$ cat src/rtl/mul_share_sched.sv
// -----------------------------------------------------------------------------
// mul_share_sched
//
// Purpose:
//   Round-robin scheduler that lets NREQ requesters share one external,
//   fixed-latency, fully pipelined WIDTH x WIDTH -> 2*WIDTH unsigned multiplier.
//   The scheduler issues at most one operation per cycle. Each operation
//   carries a tag {valid, requester id} down a shift register that matches the
//   multiplier latency. When the tag reaches the end, the product goes into
//   that requester's one-deep result register. The result stays there until
//   the requester acknowledges it.
//
// Ports:
//   clk        in   rising-edge clock
//   rst_n      in   synchronous active-low reset
//   req_valid  in   [NREQ]           operand pair valid per requester
//   req_a      in   [NREQ*WIDTH]     operand A, requester i at [i*WIDTH +: WIDTH]
//   req_b      in   [NREQ*WIDTH]     operand B, same packing
//   req_ready  out  [NREQ]           one-hot grant (combinational)
//   mul_a      out  [WIDTH]          registered operand A to the multiplier
//   mul_b      out  [WIDTH]          registered operand B to the multiplier
//   mul_y      in   [2*WIDTH]        product from the multiplier
//   res_valid  out  [NREQ]           result i holds an unacknowledged product
//   res_y      out  [NREQ*2*WIDTH]   result i at [i*2*WIDTH +: 2*WIDTH]
//   res_ack    in   [NREQ]           consumer acknowledge per result
//   busy       out  1                at least one operation in flight
// -----------------------------------------------------------------------------
module mul_share_sched #(
    parameter int WIDTH = 48,
    parameter int NREQ  = 4,
    parameter int LAT   = 2
) (
    input  logic                      clk,
    input  logic                      rst_n,
    input  logic [NREQ-1:0]           req_valid,
    input  logic [NREQ*WIDTH-1:0]     req_a,
    input  logic [NREQ*WIDTH-1:0]     req_b,
    output logic [NREQ-1:0]           req_ready,
    output logic [WIDTH-1:0]          mul_a,
    output logic [WIDTH-1:0]          mul_b,
    input  logic [2*WIDTH-1:0]        mul_y,
    output logic [NREQ-1:0]           res_valid,
    output logic [NREQ*2*WIDTH-1:0]   res_y,
    input  logic [NREQ-1:0]           res_ack,
    output logic                      busy
);

    localparam int PW = (NREQ > 1) ? $clog2(NREQ) : 1;
    localparam int YW = 2 * WIDTH;

    typedef logic [PW-1:0] id_t;

    // (base + off) mod NREQ. Both base and off are below NREQ, so one
    // conditional subtract is enough.
    function automatic id_t wrap_add(input id_t base, input int off);
        int sum;
        sum = int'(32'(base)) + off;
        if (sum >= NREQ) begin
            sum = sum - NREQ;
        end else begin
            sum = sum;
        end
        return id_t'(sum);
    endfunction

    // Round-robin search: return the first eligible requester at or after ptr.
    // Bit PW of the result is the "found" flag. Bits PW-1:0 are the requester id.
    function automatic logic [PW:0] rr_pick(input logic [NREQ-1:0] elig,
                                            input id_t ptr);
        logic [PW:0] pick;
        id_t         idx;
        pick = {(PW+1){1'b0}};
        for (int off = 0; off < NREQ; off++) begin
            idx = wrap_add(ptr, off);
            if (!pick[PW] && elig[idx]) begin
                pick = {1'b1, idx};
            end else begin
                pick = pick;
            end
        end
        return pick;
    endfunction

    // ------------------------------------------------------------------------
    // State
    // ------------------------------------------------------------------------
    id_t                 r_ptr;
    logic [LAT-1:0]      r_tag_vld;
    id_t                 r_tag_id [LAT];
    logic [NREQ-1:0]     r_inflight;
    logic [NREQ-1:0]     r_res_valid;
    logic [NREQ*YW-1:0]  r_res_y;
    logic [WIDTH-1:0]    r_mul_a;
    logic [WIDTH-1:0]    r_mul_b;
    logic                r_busy;

    // ------------------------------------------------------------------------
    // Combinational next-state terms
    // ------------------------------------------------------------------------
    logic [NREQ-1:0]     w_pending;
    logic [NREQ-1:0]     w_elig;
    logic [PW:0]         w_pick;
    logic                w_fire;
    id_t                 w_grant_id;
    logic [NREQ-1:0]     w_ready;
    logic [WIDTH-1:0]    w_op_a;
    logic [WIDTH-1:0]    w_op_b;
    logic [NREQ-1:0]     w_cap_vec;
    logic [NREQ-1:0]     w_inflight_nxt;
    logic [NREQ-1:0]     w_res_valid_nxt;
    logic [LAT-1:0]      w_tag_vld_nxt;
    logic                w_busy_nxt;

    // Arbitration: pick a requester and select its operands.
    // The pending mask uses registered res_valid. An ack in this cycle
    // therefore frees the requester only from the next cycle onward.
    always_comb begin
        w_pending  = r_inflight | r_res_valid;
        w_elig     = req_valid & ~w_pending;
        w_pick     = rr_pick(w_elig, r_ptr);
        w_fire     = w_pick[PW];
        w_grant_id = w_pick[PW-1:0];
        w_ready    = {NREQ{w_fire}} & (NREQ'(1'b1) << w_grant_id);
        w_op_a     = {WIDTH{1'b0}};
        w_op_b     = {WIDTH{1'b0}};
        // AND-OR mux. The result is all zeros when nothing is granted, so the
        // multiplier operands drop to zero on idle cycles.
        for (int i = 0; i < NREQ; i++) begin
            w_op_a = w_op_a | (req_a[i*WIDTH +: WIDTH] & {WIDTH{w_ready[i]}});
            w_op_b = w_op_b | (req_b[i*WIDTH +: WIDTH] & {WIDTH{w_ready[i]}});
        end
    end

    // Tag pipeline, capture decode, and per-requester flag updates.
    always_comb begin
        w_cap_vec = {NREQ{r_tag_vld[LAT-1]}} & (NREQ'(1'b1) << r_tag_id[LAT-1]);
        // A capture and an issue for the same requester cannot occur together.
        // The pending mask blocks that requester until its result is acked.
        w_inflight_nxt  = (r_inflight & ~w_cap_vec) | w_ready;
        // Likewise, a capture and an ack never target the same requester in
        // one cycle, so clearing and setting can be combined freely.
        w_res_valid_nxt = (r_res_valid & ~res_ack) | w_cap_vec;
        w_tag_vld_nxt    = {LAT{1'b0}};
        w_tag_vld_nxt[0] = w_fire;
        for (int s = 1; s < LAT; s++) begin
            w_tag_vld_nxt[s] = r_tag_vld[s-1];
        end
        w_busy_nxt = |w_tag_vld_nxt;
    end

    // Registered state: operands, tags, pointer, flags and result registers.
    always_ff @(posedge clk) begin
        if (!rst_n) begin
            r_ptr       <= {PW{1'b0}};
            r_tag_vld   <= {LAT{1'b0}};
            for (int s = 0; s < LAT; s++) begin
                r_tag_id[s] <= {PW{1'b0}};
            end
            r_inflight  <= {NREQ{1'b0}};
            r_res_valid <= {NREQ{1'b0}};
            r_res_y     <= {(NREQ*YW){1'b0}};
            r_mul_a     <= {WIDTH{1'b0}};
            r_mul_b     <= {WIDTH{1'b0}};
            r_busy      <= 1'b0;
        end else begin
            r_mul_a     <= w_op_a;
            r_mul_b     <= w_op_b;
            r_tag_vld   <= w_tag_vld_nxt;
            r_tag_id[0] <= w_fire ? w_grant_id : {PW{1'b0}};
            // The tag shift runs every cycle. The multiplier has no stall.
            for (int s = 1; s < LAT; s++) begin
                r_tag_id[s] <= r_tag_id[s-1];
            end
            if (w_fire) begin
                r_ptr <= wrap_add(w_grant_id, 1);
            end else begin
                r_ptr <= r_ptr;
            end
            r_inflight  <= w_inflight_nxt;
            r_res_valid <= w_res_valid_nxt;
            // A result register changes only on capture. An ack leaves the
            // stored product in place.
            for (int i = 0; i < NREQ; i++) begin
                if (w_cap_vec[i]) begin
                    r_res_y[i*YW +: YW] <= mul_y;
                end else begin
                    r_res_y[i*YW +: YW] <= r_res_y[i*YW +: YW];
                end
            end
            r_busy <= w_busy_nxt;
        end
    end

    assign req_ready = w_ready;
    assign mul_a     = r_mul_a;
    assign mul_b     = r_mul_b;
    assign res_valid = r_res_valid;
    assign res_y     = r_res_y;
    assign busy      = r_busy;

endmodule
$ cat config.mk
export PLATFORM = sky130hd
export DESIGN_NAME = mul_share_sched
export DESIGN_NICKNAME = d
export VERILOG_FILES = /design/src/rtl/mul_share_sched.sv
export SDC_FILE = /design/constraint.sdc
export NUM_CORES = 1
export LEC_CHECK = 0
export BUFFER_PORTS_ARGS = -buffer_cell sky130_fd_sc_hd__buf_2
export CAP_MARGIN = 10
export CORE_AREA = 2 2 383 385
export DETAILED_ROUTE_END_ITERATION = 7
export DIE_AREA = 0 0 385 387
export PLACE_DENSITY = 0.34
export SYNTH_ARGS = -nofsm -noshare
export SYNTH_HDL_FRONTEND = slang
export SYNTH_SLANG_ARGS = --single-unit
$ cat constraint.sdc
create_clock -name clk -period 4 [get_ports clk]
set_clock_uncertainty 0.2 [all_clocks]
set_input_delay 0.6 -clock clk [delete_from_list [all_inputs] [get_ports clk]]
set_output_delay 0.6 -clock clk [all_outputs]
set_load 0.01 [all_outputs]
== Word-level counts from Yosys, hierarchy flattened ==
Memory sizes are Yosys's and may differ from the RTL's.
Cells that the tools add are included.
Word-level totals
  memories: 1
  bits of input ports: 490
  output and inout port bits: 489
  memory bits (writable): 4
  word-level logic and storage cells: 88
  register bits after elaboration: 493
Operators by class
  shift-type cells: 2
  order comparisons: 9
  add/sub/neg operators: 9
  bitwise logic cells: 27
  reduce and logical (&&, ||, !) cells: 7
  multiplexer cells: 22
Memory list
  r_tag_id: depth 2, width 2, read ports 2, clocked after memory_dff 0, write ports 2, RTL line 89  | id_t r_tag_id [LAT];
Operators by type and width (number)
  bitwise AND 48 bit: 8
  OR 48 bit: 6
  bitwise AND 4 bit: 5
  two-way mux 2 bit: 8
  greater-or-equal comparator 3 bit, second input constant: 4
  < comparator 2 x 3 -> 1 bit, second input constant: 4
  two-way mux 3 bit: 4
  NOT 4 bit: 3
  OR 4 bit: 3
  subtractor 2 x 1 -> 2 bit, second input constant: 5
  binary-select mux 1 bit (select 2 bit): 4
  << shifter 1 x 2 -> 4 bit, first input constant: 2
  adder 2 x 1 -> 3 bit, second input constant: 2
  adder 2 x 2 -> 3 bit, second input constant: 2
  two-way mux 1 bit: 6
  greater-or-equal comparator 2 x 3 -> 1 bit, second input constant: 1
  logical AND 1 bit: 3
  zero test 1 bit: 3
  OR 1 bit: 2
  OR reduction 2 bit: 1

== Depth between registers and ports, before layout ==
Gate-level depths: netlist (run 1).
  depth in word-level cells: 21
  depth in mapped cells: 10
  mapped depth without buffers: 7

== Worst setup path after synthesis (run 1) ==
Ideal clock, no wire load.
  path kind: input -> output
  start point: input req_valid[1]
  end point: output req_ready[0]
  data required time: 3.200 ns
  arrival: 2.607 ns
  path buffers: 4
  setup slack: 0.593 ns
  stages: 9
  cell sequence: nor3b_1 -> or4_4 -> buf_6 -> nand2b_1 -> ha_1 -> buf_2 -> clkbuf_1 -> clkbuf_1 -> and2_2
On the way
  longest elaborated chain between the ends: 15
  elaborated cells between the ends (all ways): 21
  classes of those cells: shift: 1; mux: 12; bitwise: 2; reduce/logical: 6
Ends and longest elaborated chain
  start, declared: RTL line 35  | input logic [NREQ-1:0] req_valid,
  bitwise AND 4 bit *: RTL line 119  | w_elig = req_valid & ~w_pending;
  binary-select mux 1 bit (select 2 bit): RTL line 75  | if (!pick[PW] && elig[idx]) begin
  two-way mux 1 bit (implied by the code): RTL line 75
  two-way mux 3 bit: RTL line 75
  zero test 1 bit: RTL line 75
  logical AND 1 bit: RTL line 75
  two-way mux 3 bit: RTL line 75
  zero test 1 bit: RTL line 75
  logical AND 1 bit: RTL line 75
  two-way mux 3 bit: RTL line 75
  zero test 1 bit: RTL line 75
  logical AND 1 bit: RTL line 75
  two-way mux 3 bit *: RTL line 75
  << shifter 1 x 2 -> 4 bit: RTL line 123  | w_ready = {NREQ{w_fire}} & (NREQ'(1'b1) << w_grant_id);
  bitwise AND 4 bit *: RTL line 123
  end, declared: RTL line 38  | output logic [NREQ-1:0] req_ready,
Mark *: on every way between the ends. The rest lies on a longest branch, timed or not. The select of a mux whose other input is x is not followed.

== Final worst setup path (run 1) ==
  start point: register r_inflight[0]
  end point: register r_mul_b[3], in the netlist mul_b[3]
On the way
  longest elaborated chain between the ends: 21
  elaborated cells between the ends (all ways): 30
  classes of those cells: shift: 1; mux: 12; bitwise: 11; reduce/logical: 6
Ends and longest elaborated chain
  start, declared: RTL line 90  | logic [NREQ-1:0] r_inflight;
  start signal, assigned: RTL line 159  | r_inflight <= {NREQ{1'b0}};
  start signal, assigned: RTL line 179  | r_inflight <= w_inflight_nxt;
  OR 4 bit *: RTL line 118  | w_pending = r_inflight | r_res_valid;
  NOT 4 bit *: RTL line 119
  bitwise AND 4 bit *: RTL line 119
  binary-select mux 1 bit (select 2 bit): RTL line 75
  two-way mux 1 bit (implied by the code): RTL line 75
  two-way mux 3 bit: RTL line 75
  zero test 1 bit: RTL line 75
  logical AND 1 bit: RTL line 75
  [4 not listed]
  zero test 1 bit: RTL line 75
  logical AND 1 bit: RTL line 75
  two-way mux 3 bit *: RTL line 75
  << shifter 1 x 2 -> 4 bit: RTL line 123
  bitwise AND 4 bit *: RTL line 123
  bitwise AND 48 bit: RTL line 130  | w_op_b = w_op_b | (req_b[i*WIDTH +: WIDTH] & {WIDTH{w_ready[i]}});
  OR 48 bit (2 in series): RTL line 130
  OR 48 bit *: RTL line 130
  end signal, assigned: RTL line 163  | r_mul_b <= {WIDTH{1'b0}};
  end signal, assigned: RTL line 167  | r_mul_b <= w_op_b;
  end, declared: RTL line 94  | logic [WIDTH-1:0] r_mul_b;
Marked as above.
A chain may end at the register's enable or synchronous reset.

==> summary.md, run 1 <==
| Metric | Value |
|---|---|
| PwrDens | `576 nW/µm²` |
| Most common cell after layout, fill and taps aside | `buf_2` |
| Clock Tree Buf Depth | `3` |
| Ys Warns | `0` |
| DIE AREA | `149000 µm²` |
| Via/cell ratio | `3.89` |
| Die Y | `387 µm` |
| Fin Setup TNS | `0 ns` |
| Max-slew violation total from the final report | `0` |
| Drt first pass iters | `5` |
| Row Count | `140` |
| First-pass GRT wire length | `168 mm` |
| Kind of critical path | `reg2reg` |
| Max Fclk | `0.271 GHz` |
| Seq/Total Area, Yosys | `52.4%` |
| Yosys cell types | `35` |
| H-tree depth | `3` |
| CP Launch Type | `register` |
| DPL Wire Length | `88.8 mm` |
| CORE AREA | `145000 µm²` |
| Antenna violations before repair | `53` |
| Min Hold Slack | `0.0752 ns` |
| Critical Path RT | `4.39 ns` |
| Area occupied by multi-input gates | `8240 µm²` |
| Clk slew on worst S/H paths | `0.06 ns` |
| Most frequent cells in the layout | `buf_2 (977), nand2_1 (775), dfxtp_1 (497)` |
| Post-route cell area | `31100 µm²` |
| Worst-skew pair later-pin latency | `0.64 ns` |
| Worst setup margin | `0.304 ns` |
| DRT antenna net count | `0` |
| Residual DRC | `0` |
| GRT overflow | `0` |
| Leading post-synthesis cells by cell area | `dfxtp_1 (52%), nand2_1 (15%), a21boi_0 (15%)` |
| CP Max Fanout | `23` |
| Io pins | `979` |
| Max-cap viol count | `0` |
| Syn Area/Cell | `8.67 µm²` |
| Reg area | `9950 µm²` |
| Final Wtd Congestion | `0.892` |
| Area grow syn2layout | `63.8%` |
| CP Capture Type | `register` |
| Final core occ | `21.5%` |
| Peak VDD IR | `0.400 mV` |
| FF+latch count, synth | `497` |
| CTS tree | `built` |
| Synth area leader | `dfxtp_1` |
| Worst hold path type | `in2reg` |
| Total CTS buffers | `70` |
| Final net count | `3852` |
| Place WS | `0.527 ns` |
| Post-Synthesis Cells | `2190` |
| Initial core utilization | `13.1%` |
| Clock sink count | `497` |
| Final setup viols | `0` |
| Layout cells sized above 1 | `33.4%` |
| Unrepaired setup endpoints after global routing | `false` |
| Clk Tree Root Cell | `clkbuf_16` |
| Status | `finished, final reports clean` |
| Die width | `385 µm` |
| Mapped cell area | `19000 µm²` |
| Vias in the first global route | `20800` |
| P_leak | `0.0129 µW` |
| WL/cell | `23.0 µm` |
| Syn Nets | `2684` |
| Vias | `20800` |
| Initial DRC count | `1029` |
| Detailed Route WL | `123 mm` |
| Tmin final | `3.70 ns` |
| Worst slew margin | `33.8%` |
| FILL cells | `16200` |
| Number of port buffers | `978` |
| Largest net degree at the start of global routing | `190` |
| Hold Fails Final Rpt | `0` |
| Post-DP Area | `25900 µm²` |
| Tcrit/Tclk final | `92.4%` |
| GRT Total Usage | `15.9%` |
| Synth top area share | `52.4%` |
| Worst-Margin Slew | `0.993 ns` |
| Worst Path Arrival | `4.08 ns` |
==> metal layers <==
metal	up-vias	wire, µm	global-route usage, %
li1	9767	-	-
met4	32	6190	7.93
met3	213	10200	5.63
met2	759	58200	26.2
met1	10000	48600	18.0
met5	-	195	0
==> kinds of logic (layout without fill, tap and decap cells) <==
family | after synthesis | after routing | share of synthesized area, %
fa+ha+maj | 4 | 4 | 0.264
flops | 497 | 497 | 52.4
other cells | 0 | 36 | 0
buf+inv | 190 | 1404 | 4.77
simple gates | 812 | 812 | 16.7
compound gates | 687 | 687 | 25.9
==> path summary, 6_finish.rpt <==
path | depth (start not counted) | slack, ns | from | to
setup / recovery | 10 | 0.30 | r_inflight[0] | mul_b[3]
hold / removal | 3 | 0.08 | req_b[101] | mul_b[5]
setup reg to reg | 10 | 0.30 | r_inflight[0] | mul_b[3]
hold reg to reg | 1 | 0.24 | r_tag_id[0][1] | r_tag_id[0][3]
==> final cells by class <==
class / count / area share, %
clock buffer: 98 / 6.66
inverter: 5 / 0.0603
sequential: 497 / 32.0
multi-input combinational: 1503 / 26.5
antenna: 36 / 0.290
timing repair buffer: 1281 / 25.8
clock inverter: 20 / 0.986
tap: 1917 / 7.71
==> synth_stat cells (all sizes together) <==
cell type,instances
a21boi,389
and2,7
nor2b,4
a221oi,1
or3b,3
nor4,1
o32ai,1
nor3b,5
o21ai,1
nand2,776
o221ai,1
nor4b,1
nor2,5
nand2b,5
inv,5
ha,4
or4,1
clkbuf,130
dfxtp,497
or2,2
a22oi,196
a211oi,1
and3,1
buf,55
a21oi,97
nand3,1
==> registers in the layout, summed over array words and instances, names as in the netlist <==
signal and cells:
busy 1, mul_b 48, r_tag_vld 2, mul_a 48, r_ptr 2, r_inflight 4, res_y 384, res_valid 4
r_tag_id 4
==> power by group <==
part	total (µW)	switching [µW]	internal [µW]
registers	5930	354	5570
logic	5360	3100	2260
clock network	6630	2580	4050
==> worst max-delay path: stages (launching register included) <==
cell           delay [ns]
dfxtp_1              0.36
nor4b_1              0.40
a211oi_1             0.10
o32ai_1              0.30
nand2b_1             0.31
ha_4                 0.24
buf_4                0.31
a22oi_1              0.14
dlygate4sd3_1        0.58
a21oi_1              0.13
dlygate4sd3_1        0.55
==> per-stage QoR <==
stage	total power, µW	cells
2_1_floorplan	8250	2190
3_3_place_gp	10700	4928
3_5_place_dp	10600	4928
4_1_cts	18300	5321
5_1_grt	18900	5350
6_report	17900	5357
==> what timing repair did <==
action | in CTS | in global routing
hold buffers | 275 | 0
resized for setup | 0 | 3
hold endpoints to repair | 258 | 0
buffers inserted | 0 | 0
setup endpoints to repair | 0 | 3
Note: power is estimated with default switching activity, not from simulation.
==> run 2: changes to the inputs <==
==> config.mk (replaced) <==
export PLATFORM = sky130hd
export DESIGN_NAME = mul_share_sched
export DESIGN_NICKNAME = d
export VERILOG_FILES = /design/src/rtl/mul_share_sched.sv
export SDC_FILE = /design/constraint.sdc
export NUM_CORES = 1
export LEC_CHECK = 0
export ABC_AREA = 1
export BUFFER_PORTS_ARGS = -buffer_cell sky130_fd_sc_hd__buf_2
export CAP_MARGIN = 10
export CORE_AREA = 2 2 386 388
export DETAILED_ROUTE_END_ITERATION = 7
export DIE_AREA = 0 0 388 390
export PLACE_DENSITY = 0.35
export REMOVE_ABC_BUFFERS = 1
export SYNTH_ARGS = -nofsm -noshare
export SYNTH_HDL_FRONTEND = slang
export SYNTH_SLANG_ARGS = --single-unit
==> run 2 against run 1 <==
  * Worst setup slack better by 0.027 ns
  * Sequential power grew 0.8%
  * Clock power down 9.2%
  * Critical path depth is 4 higher
  * Critical endpoint is now req_ready[1]
  * Global-route usage is 2.1 points lower
==> summary.md, run 2 <==
| Metric | Value |
|---|---|
| Clk slew on worst S/H paths | `0.06 ns (about the same)` |
| Worst-Margin Slew | `0.846 ns (-0.148 ns)` |
| Post-Synthesis Cells | `2749 (+26%)` |
| FILL cells | `16900 (+4.1%)` |
| Die Y | `390 µm (+0.78%)` |
| GRT overflow | `0 (unchanged)` |
| Vias in the first global route | `21400 (+2.7%)` |
| Post-route insts no fill | `5676 (+6.0%)` |
| Worst path most repeated cell | `nand2_1` |
| Total power | `22700 µW (+27%)` |
| Initial DRC count | `856 (-17%)` |
| Worst slew margin | `43.6% (+9.8 points)` |
| Max-slew violation total from the final report | `0 (unchanged)` |
| Clock power share | `26.5% (-10 points)` |
| Slowest CP cell | `dfxtp_2` |
| Layout cells sized above 1 | `33.1% (-0.24 points)` |
| Synth top area share | `48.7% (-3.7 points)` |
| Clock sink count | `497 (unchanged)` |
| Final net count | `4180 (+8.5%)` |
| Most common cell after layout, fill and taps aside | `buf_2` |
| Most frequent cells in the layout | `buf_2 (977), nor2_1 (584), dfxtp_1 (495)` |
| Post-synth EDFFs | `0 (unchanged)` |
| Row Count | `141 (+0.71%)` |
| Worst setup margin | `0.330 ns (+0.0268 ns)` |
| Max-cap viol count | `0 (unchanged)` |
| Via/cell ratio | `3.78 (-2.6%)` |
| Total CTS buffers | `68 (-2.9%)` |
| Inst Count DP | `5479 (+11%)` |
| DIE AREA | `151000 µm² (+1.6%)` |
| Largest net degree at the start of global routing | `135 (-29%)` |
| Post-route cell area | `30100 µm² (-3.1%)` |
| FF+latch count, synth | `497 (unchanged)` |
| DPL Wire Length | `79.5 mm (-10%)` |
| Peak VDD IR | `0.810 mV (+100%)` |
| Final core occ | `20.5% (-0.99 points)` |
| Critical path's top delay family | `simple AND/OR/NAND/NOR gates` |
| WL/cell | `19.1 µm (-17%)` |
| Worst-skew pair later-pin latency | `0.64 ns (about the same)` |
| Io pins | `979 (unchanged)` |
| Worst Path Arrival | `2.87 ns (-1.21 ns)` |
| Leading post-synthesis cells by cell area | `dfxtp_1 (49%), nor2_1 (11%), nand3_1 (7.9%)` |
| Vias | `21500 (+3.2%)` |
| Crit path cell chain | `inv_2, nand3_1, nand2_1, o21ai_2, and3_1, nor2_1, nand2_1, nand2_1, nand2_1, inv_1, ha_4, nand2_1, inv_1, buf_2` |
| Residual DRC | `0 (unchanged)` |
| GRT Total Usage | `13.7% (-2.1 points)` |
| Buffers & Inverters on Critical Path | `4 (+1)` |
| Number of port buffers | `978 (unchanged)` |
| Seq pwr share | `26.3% (-6.8 points)` |
| Clk Tree Root Cell | `clkbuf_16` |
| Status | `finished, final reports clean` |
| Flop-to-flop setup slack | `0.39 ns (+0.09 ns)` |
| Mapped cell area | `20400 µm² (+7.7%)` |
| Slowest cell delay on critical path | `0.41 ns (-0.17 ns)` |
| Final setup viols | `0 (unchanged)` |
| Die width | `388 µm (+0.78%)` |
| Hold Fails Final Rpt | `0 (unchanged)` |
| P_int | `12900 µW (+8.4%)` |
| Tcrit/Tclk final | `91.7% (-0.67 points)` |
| Clock Tree Buf Depth | `3 (unchanged)` |
| CTS tree | `built` |
| PwrDens | `755 nW/µm² (+31%)` |
| Power share of the combinational group | `47.2% (+17 points)` |
| Unrepaired setup endpoints after global routing | `false` |
| P_leak | `0.0143 µW (+11%)` |
| Seq/Total Area, Yosys | `48.7% (-3.7 points)` |
| Max Fclk | `0.273 GHz (+0.73%)` |
| Detailed Route WL | `108 mm (-12%)` |
| CP Launch Type | `register` |
| CP Max Fanout | `8 (-65%)` |
| Async set or reset register ratio after synthesis | `0% (unchanged)` |
| Final Wtd Congestion | `0.839 (-5.9%)` |
| Worst hold path type | `in2reg` |
| CP Capture Type | `output port` |
| Commonest cells post-synth | `nor2_1 (586), dfxtp_1 (497), nand3_1 (324), o21ai_0 (324), nand2_1 (224)` |
| Antenna violations before repair | `33 (-38%)` |
| Place WS | `0.499 ns (-0.0275 ns)` |
| Yosys cell types | `24 (-31%)` |
| Post-DP Area | `27300 µm² (+5.3%)` |
| Initial core utilization | `13.9% (+0.79 points)` |
| Syn Area/Cell | `7.44 µm² (-14%)` |
| CORE AREA | `147000 µm² (+1.6%)` |
| Most numerous cell in the Yosys netlist | `nor2_1` |
| Tmin final | `3.67 ns (-0.0268 ns)` |
| First-pass GRT wire length | `153 mm (-8.7%)` |
| DRT antenna net count | `0 (unchanged)` |
| Kind of critical path | `reg2out` |
| Area grow syn2layout | `47.4%` |
| H-tree depth | `3 (unchanged)` |
| Ys flop type | `dfxtp_1` |
| Drt first pass iters | `5 (unchanged)` |
| Sw Pwr | `9860 µW (+64%)` |
| Max FFs per register | `384 (unchanged)` |
| Critical Path RT | `3.20 ns (-1.19 ns)` |
| Switching part of the total | `43.4% (+9.7 points)` |
| Synth area leader | `dfxtp_1` |
| Ys Warns | `0 (unchanged)` |
run 2: changes by cell type in the layout (fill, tap and decap cells not counted), sizes merged, moves of 196 or more:
cell	before	now
nor2	5	586
nand2	776	226
nand3	1	404
a21boi	389	0
o21ai	1	387
dlygate4sd3	275	62
inv	8	217
a22oi	196	0
run 2: power by group through the flow:
| stage | registers, µW | clock network, µW | logic, µW |
|---|---|---|---|
| after CTS | 5990 | 6290 | 11000 |
| after global placement | 6090 | 0 | 10800 |
| after global routing | 6050 | 6470 | 12100 |
| final | 5980 | 6020 | 10700 |
| after detailed placement | 6090 | 0 | 10800 |
| after floorplan | 6310 | 0 | 5150 |
run 2: final cells by class:
cell class	count	area [µm²]	share of cell area, %
flip-flops and latches	497	9950	33.0
diodes	9	22.5	0.0747
clock inverters	25	240	0.797
clock buffers	96	1950	6.47
repair buffers	1091	6120	20.3
inverters	215	815	2.70
well taps	1930	2410	8.01
multi-input cells	1813	8610	28.6
run 2: path summary, 6_finish.rpt:
kind / to / cells past startpoint / startpoint
setup / recovery: req_ready[1] / 14 / r_ptr[0]
hold reg to reg: r_tag_id[0][2] / 2 / r_tag_id[0][0]
hold / removal: res_y[145] / 3 / mul_y[49]
setup reg to reg: mul_b[44] / 17 / r_ptr[0]
run 2: timing repair:
item / CTS / global route
hold buffers: 62 / 0
pin swaps: 1 / 1
setup buffers: 2 / 3
resized for setup: 1 / 2
endpoints found under the setup margin: 2 / 3
hold endpoints to repair: 83 / 0
run 2: routing by layer:
layer  part of all wire, %  vias to the layer above  global-route usage (%)
li1                      -                    10800                       -
met1                    39                     9697                    15.2
met2                    49                      784                    24.0
met3                   8.1                      169                    4.76
met4                   3.5                       16                    5.27
met5                 0.098                        -                       0
run 2: metrics by stage:
stage          setup TNS (ns)  hold slack (ns)
2_1_floorplan         -760.99            0.190
3_3_place_gp                0            0.202
3_5_place_dp                0            0.203
4_1_cts                     0        0.0000236
5_1_grt                     0           0.0357
6_report                    0           0.0720
run 2: cell families (layout without fill, tap and decap cells):
| family | after synthesis | count (layout) | share of synthesized area, % |
|---|---|---|---|
| and+or+nand+nor | 1219 | 1219 | 26.9 |
| DFF | 497 | 497 | 48.7 |
| buffers and inverters | 439 | 1427 | 9.68 |
| other | 0 | 9 | 0 |
| AOI/OAI and AO/OA | 590 | 590 | 14.5 |
| adders and majority gates | 4 | 4 | 0.245 |
run 2: worst min-delay path: cells and delay by family:
kind                   cells  cell delay, ns
buffers and inverters      1            0.12
and+or+nand+nor            2            0.13
==> run 3: changes to the inputs <==
--- a/config.mk
+++ b/config.mk
@@ -8,10 +8,10 @@
 export ABC_AREA = 1
 export BUFFER_PORTS_ARGS = -buffer_cell sky130_fd_sc_hd__buf_2
 export CAP_MARGIN = 10
-export CORE_AREA = 2 2 386 388
+export CORE_AREA = 2 2 377 379
 export DETAILED_ROUTE_END_ITERATION = 7
-export DIE_AREA = 0 0 388 390
-export PLACE_DENSITY = 0.35
+export DIE_AREA = 0 0 379 381
+export PLACE_DENSITY = 0.36
 export REMOVE_ABC_BUFFERS = 1
 export SYNTH_ARGS = -nofsm -noshare
 export SYNTH_HDL_FRONTEND = slang
==> run 3 against run 2 <==
  * Worst hold slack worse by 0.0017 ns
  * Register-to-register slack better by 0.35 ns
  * First-iteration DRC count is 12% higher
  * Final cell count is 0.86% lower
  * Critical path depth stayed put
  * Core utilization is 0.86 points higher
  * Combinational power hardly changed
  * Clock-buffer cell count is 3 higher
  * Die area is 4.6% lower
==> summary.md, run 3 (synthesis results as in run 2) <==
| Metric | Value |
|---|---|
| Total CTS buffers | `67 (-1.5%)` |
| Reg area | `9950 µm² (unchanged)` |
| GRT Total Usage | `14.2% (+0.48 points)` |
| CTS tree | `built` |
| Peak VDD IR | `0.696 mV (-14%)` |
| Unrepaired setup endpoints after global routing | `false` |
| GRT overflow | `0 (unchanged)` |
| Clk slew on worst S/H paths | `0.06 ns (about the same)` |
| Worst-Margin Slew | `1.02 ns (+0.176 ns)` |
| Vias | `21500 (-0.0093%)` |
| Clk Tree Root Cell | `clkbuf_16` |
| Slowest CP cell | `dfxtp_1` |
| Drt first pass iters | `5 (unchanged)` |
| Worst Path Arrival | `2.83 ns (-0.04 ns)` |
| Max Fclk | `0.276 GHz (+1.1%)` |
| Crit path cell chain | `nor2_1, nand3_1, nand3_1, nand2_2, and3_1, nor2_1, nand2_1, nand2_1, nand2_1, inv_2, ha_4, nand2_1, inv_1, buf_2` |
| Max FFs per register | `384 (unchanged)` |
| CORE AREA | `141000 µm² (-4.5%)` |
| Post-DP Area | `27200 µm² (-0.25%)` |
| H-tree depth | `3 (unchanged)` |
| Worst hold path type | `in2reg` |
| First-pass GRT wire length | `151 mm (-1.5%)` |
| PwrDens | `767 nW/µm² (+1.6%)` |
| Min Hold Slack | `0.0703 ns (-0.00171 ns)` |
| Area grow syn2layout | `46.7%` |
| FILL cells | `16100 (-4.7%)` |
| CP Capture Type | `output port` |
| Area occupied by multi-input gates | `8610 µm² (about the same)` |
| Worst-skew pair later-pin latency | `0.64 ns (about the same)` |
| Number of port buffers | `978 (unchanged)` |
| Antenna violations before repair | `26 (-21%)` |
| Vias in the first global route | `21000 (-1.8%)` |
| Max-slew violation total from the final report | `0 (unchanged)` |
| Initial DRC count | `956 (+12%)` |
| Status | `finished, final reports clean` |
| Most frequent cells in the layout | `buf_2 (977), nor2_1 (585), dfxtp_1 (495)` |
| Die width | `379 µm (-2.3%)` |
| WL/cell | `19.0 µm (-0.27%)` |
| P_leak | `0.0142 µW (-0.27%)` |
| Most common cell after layout, fill and taps aside | `buf_2` |
| Row Count | `138 (-2.1%)` |
| Io pins | `979 (unchanged)` |
| Hold Fails Final Rpt | `0 (unchanged)` |
| Kind of critical path | `reg2out` |
| Final Wtd Congestion | `0.838 (about the same)` |
| Tcrit/Tclk final | `90.7% (-1.0 points)` |
| DIE AREA | `144000 µm² (-4.6%)` |
| Switching part of the total | `43.2% (-0.21 points)` |
| Final setup viols | `0 (unchanged)` |
| Worst slew margin | `31.9% (-12 points)` |
| Critical Path RT | `3.20 ns (about the same)` |
| Sw Pwr | `9930 µW (+0.66%)` |
| Largest net degree at the start of global routing | `180 (+33%)` |
| Residual DRC | `0 (unchanged)` |
| CP Launch Type | `register` |
| Tmin final | `3.63 ns (-0.0408 ns)` |
| Power share of the combinational group | `47.0% (-0.2 points)` |
| Slowest cell delay on critical path | `0.37 ns (-0.04 ns)` |
| DPL Wire Length | `77.5 mm (-2.6%)` |
| Via/cell ratio | `3.82 (+0.86%)` |
| Post-route cell area | `30000 µm² (-0.46%)` |
| Worst path most repeated cell | `nand2_1` |
| Die Y | `381 µm (-2.3%)` |
| P_int | `13100 µW (+1.5%)` |
| Max-cap viol count | `0 (unchanged)` |
| DRT antenna net count | `0 (unchanged)` |
| CP Max Fanout | `4 (-4)` |
| Seq pwr share | `26.1% (-0.2 points)` |
| Layout cells sized above 1 | `33.3% (+0.16 points)` |
| Clock power share | `27.0% (+0.5 points)` |
| Clock Tree Buf Depth | `3 (unchanged)` |
| Detailed Route WL | `107 mm (-1.1%)` |
| Final net count | `4166 (-0.33%)` |
| Clock sink count | `497 (unchanged)` |
| Initial core utilization | `14.5% (+0.65 points)` |
run 3: cell types whose count changed in the layout (fill, tap and decap cells not counted), sizes merged, moves of 2 or more:
cell	delta
clkbuf	+3
bufinv	+3
diode	+6
dlygate4sd3	-14
inv	+2
clkinv	-10
run 3: stage by stage:
stage                     setup TNS, ns  utilization (%)  worst slack (ns)  cells  total power [µW]
after global placement                0             19.3             0.314   5440             17000
after floorplan                 -760.99                -             -5.27   2525             11500
after CTS                             0             21.3            0.0572   5610             23500
after detailed placement              0             19.3             0.353   5440             17000
after global routing                  0             21.3           0.00985   5617             24800
final                                 0             21.3             0.371   5627             23000
run 3: worst max-delay path: cells and delay by family (launching register included):
family                     cells  cell delay (ns)
buffers and inverters          3             0.40
DFF                            1             0.37
and+or+nand+nor               10             1.23
adders and majority gates      1             0.19
run 3: path summary, 6_finish.rpt:
check	from	to	slack (ns)	depth (start not counted)
worst max-delay path	r_inflight[3]	req_ready[3]	0.37	14
worst min-delay path	mul_y[56]	res_y[152]	0.07	3
worst max register to register	r_inflight[3]	mul_a[11]	0.74	17
worst min register to register	r_tag_id[0][0]	r_tag_id[0][2]	0.21	2
run 3: power by group through the flow:
stage / Combinational [µW] / Clock (µW) / Sequential, µW
6_report: 10800 / 6200 / 6000
5_1_grt: 12100 / 6640 / 6070
4_1_cts: 11100 / 6460 / 6020
3_5_place_dp: 10900 / 0 / 6110
3_3_place_gp: 10900 / 0 / 6110
2_1_floorplan: 5150 / 0 / 6310
run 3: cell type report:
class / count / area share (%)
Sequential cell: 497 / 33.2
Multi-Input combinational cell: 1813 / 28.7
Timing Repair Buffer: 1078 / 19.9
Tap cell: 1890 / 7.88
Clock buffer: 99 / 6.66
Inverter: 215 / 2.72
Clock inverter: 20 / 0.809
Antenna cell: 15 / 0.125
run 3: metal layers:
| layer | GRT usage (%) | vias to the layer above | part of all wire [%] |
|---|---|---|---|
| met5 | 0 | - | 0.049 |
| met4 | 4.44 | 8 | 2.8 |
| met3 | 4.90 | 156 | 8.5 |
| met2 | 25.4 | 738 | 50 |
| met1 | 15.6 | 9788 | 39 |
| li1 | - | 10800 | - |
run 3: timing repair:
item	4_1_cts	5_1_grt
hold buffers	48	0
hold endpoints to repair	58	0
pin swaps	1	0
setup buffers	3	2
resized for setup	0	3
endpoints found under the setup margin	2	3
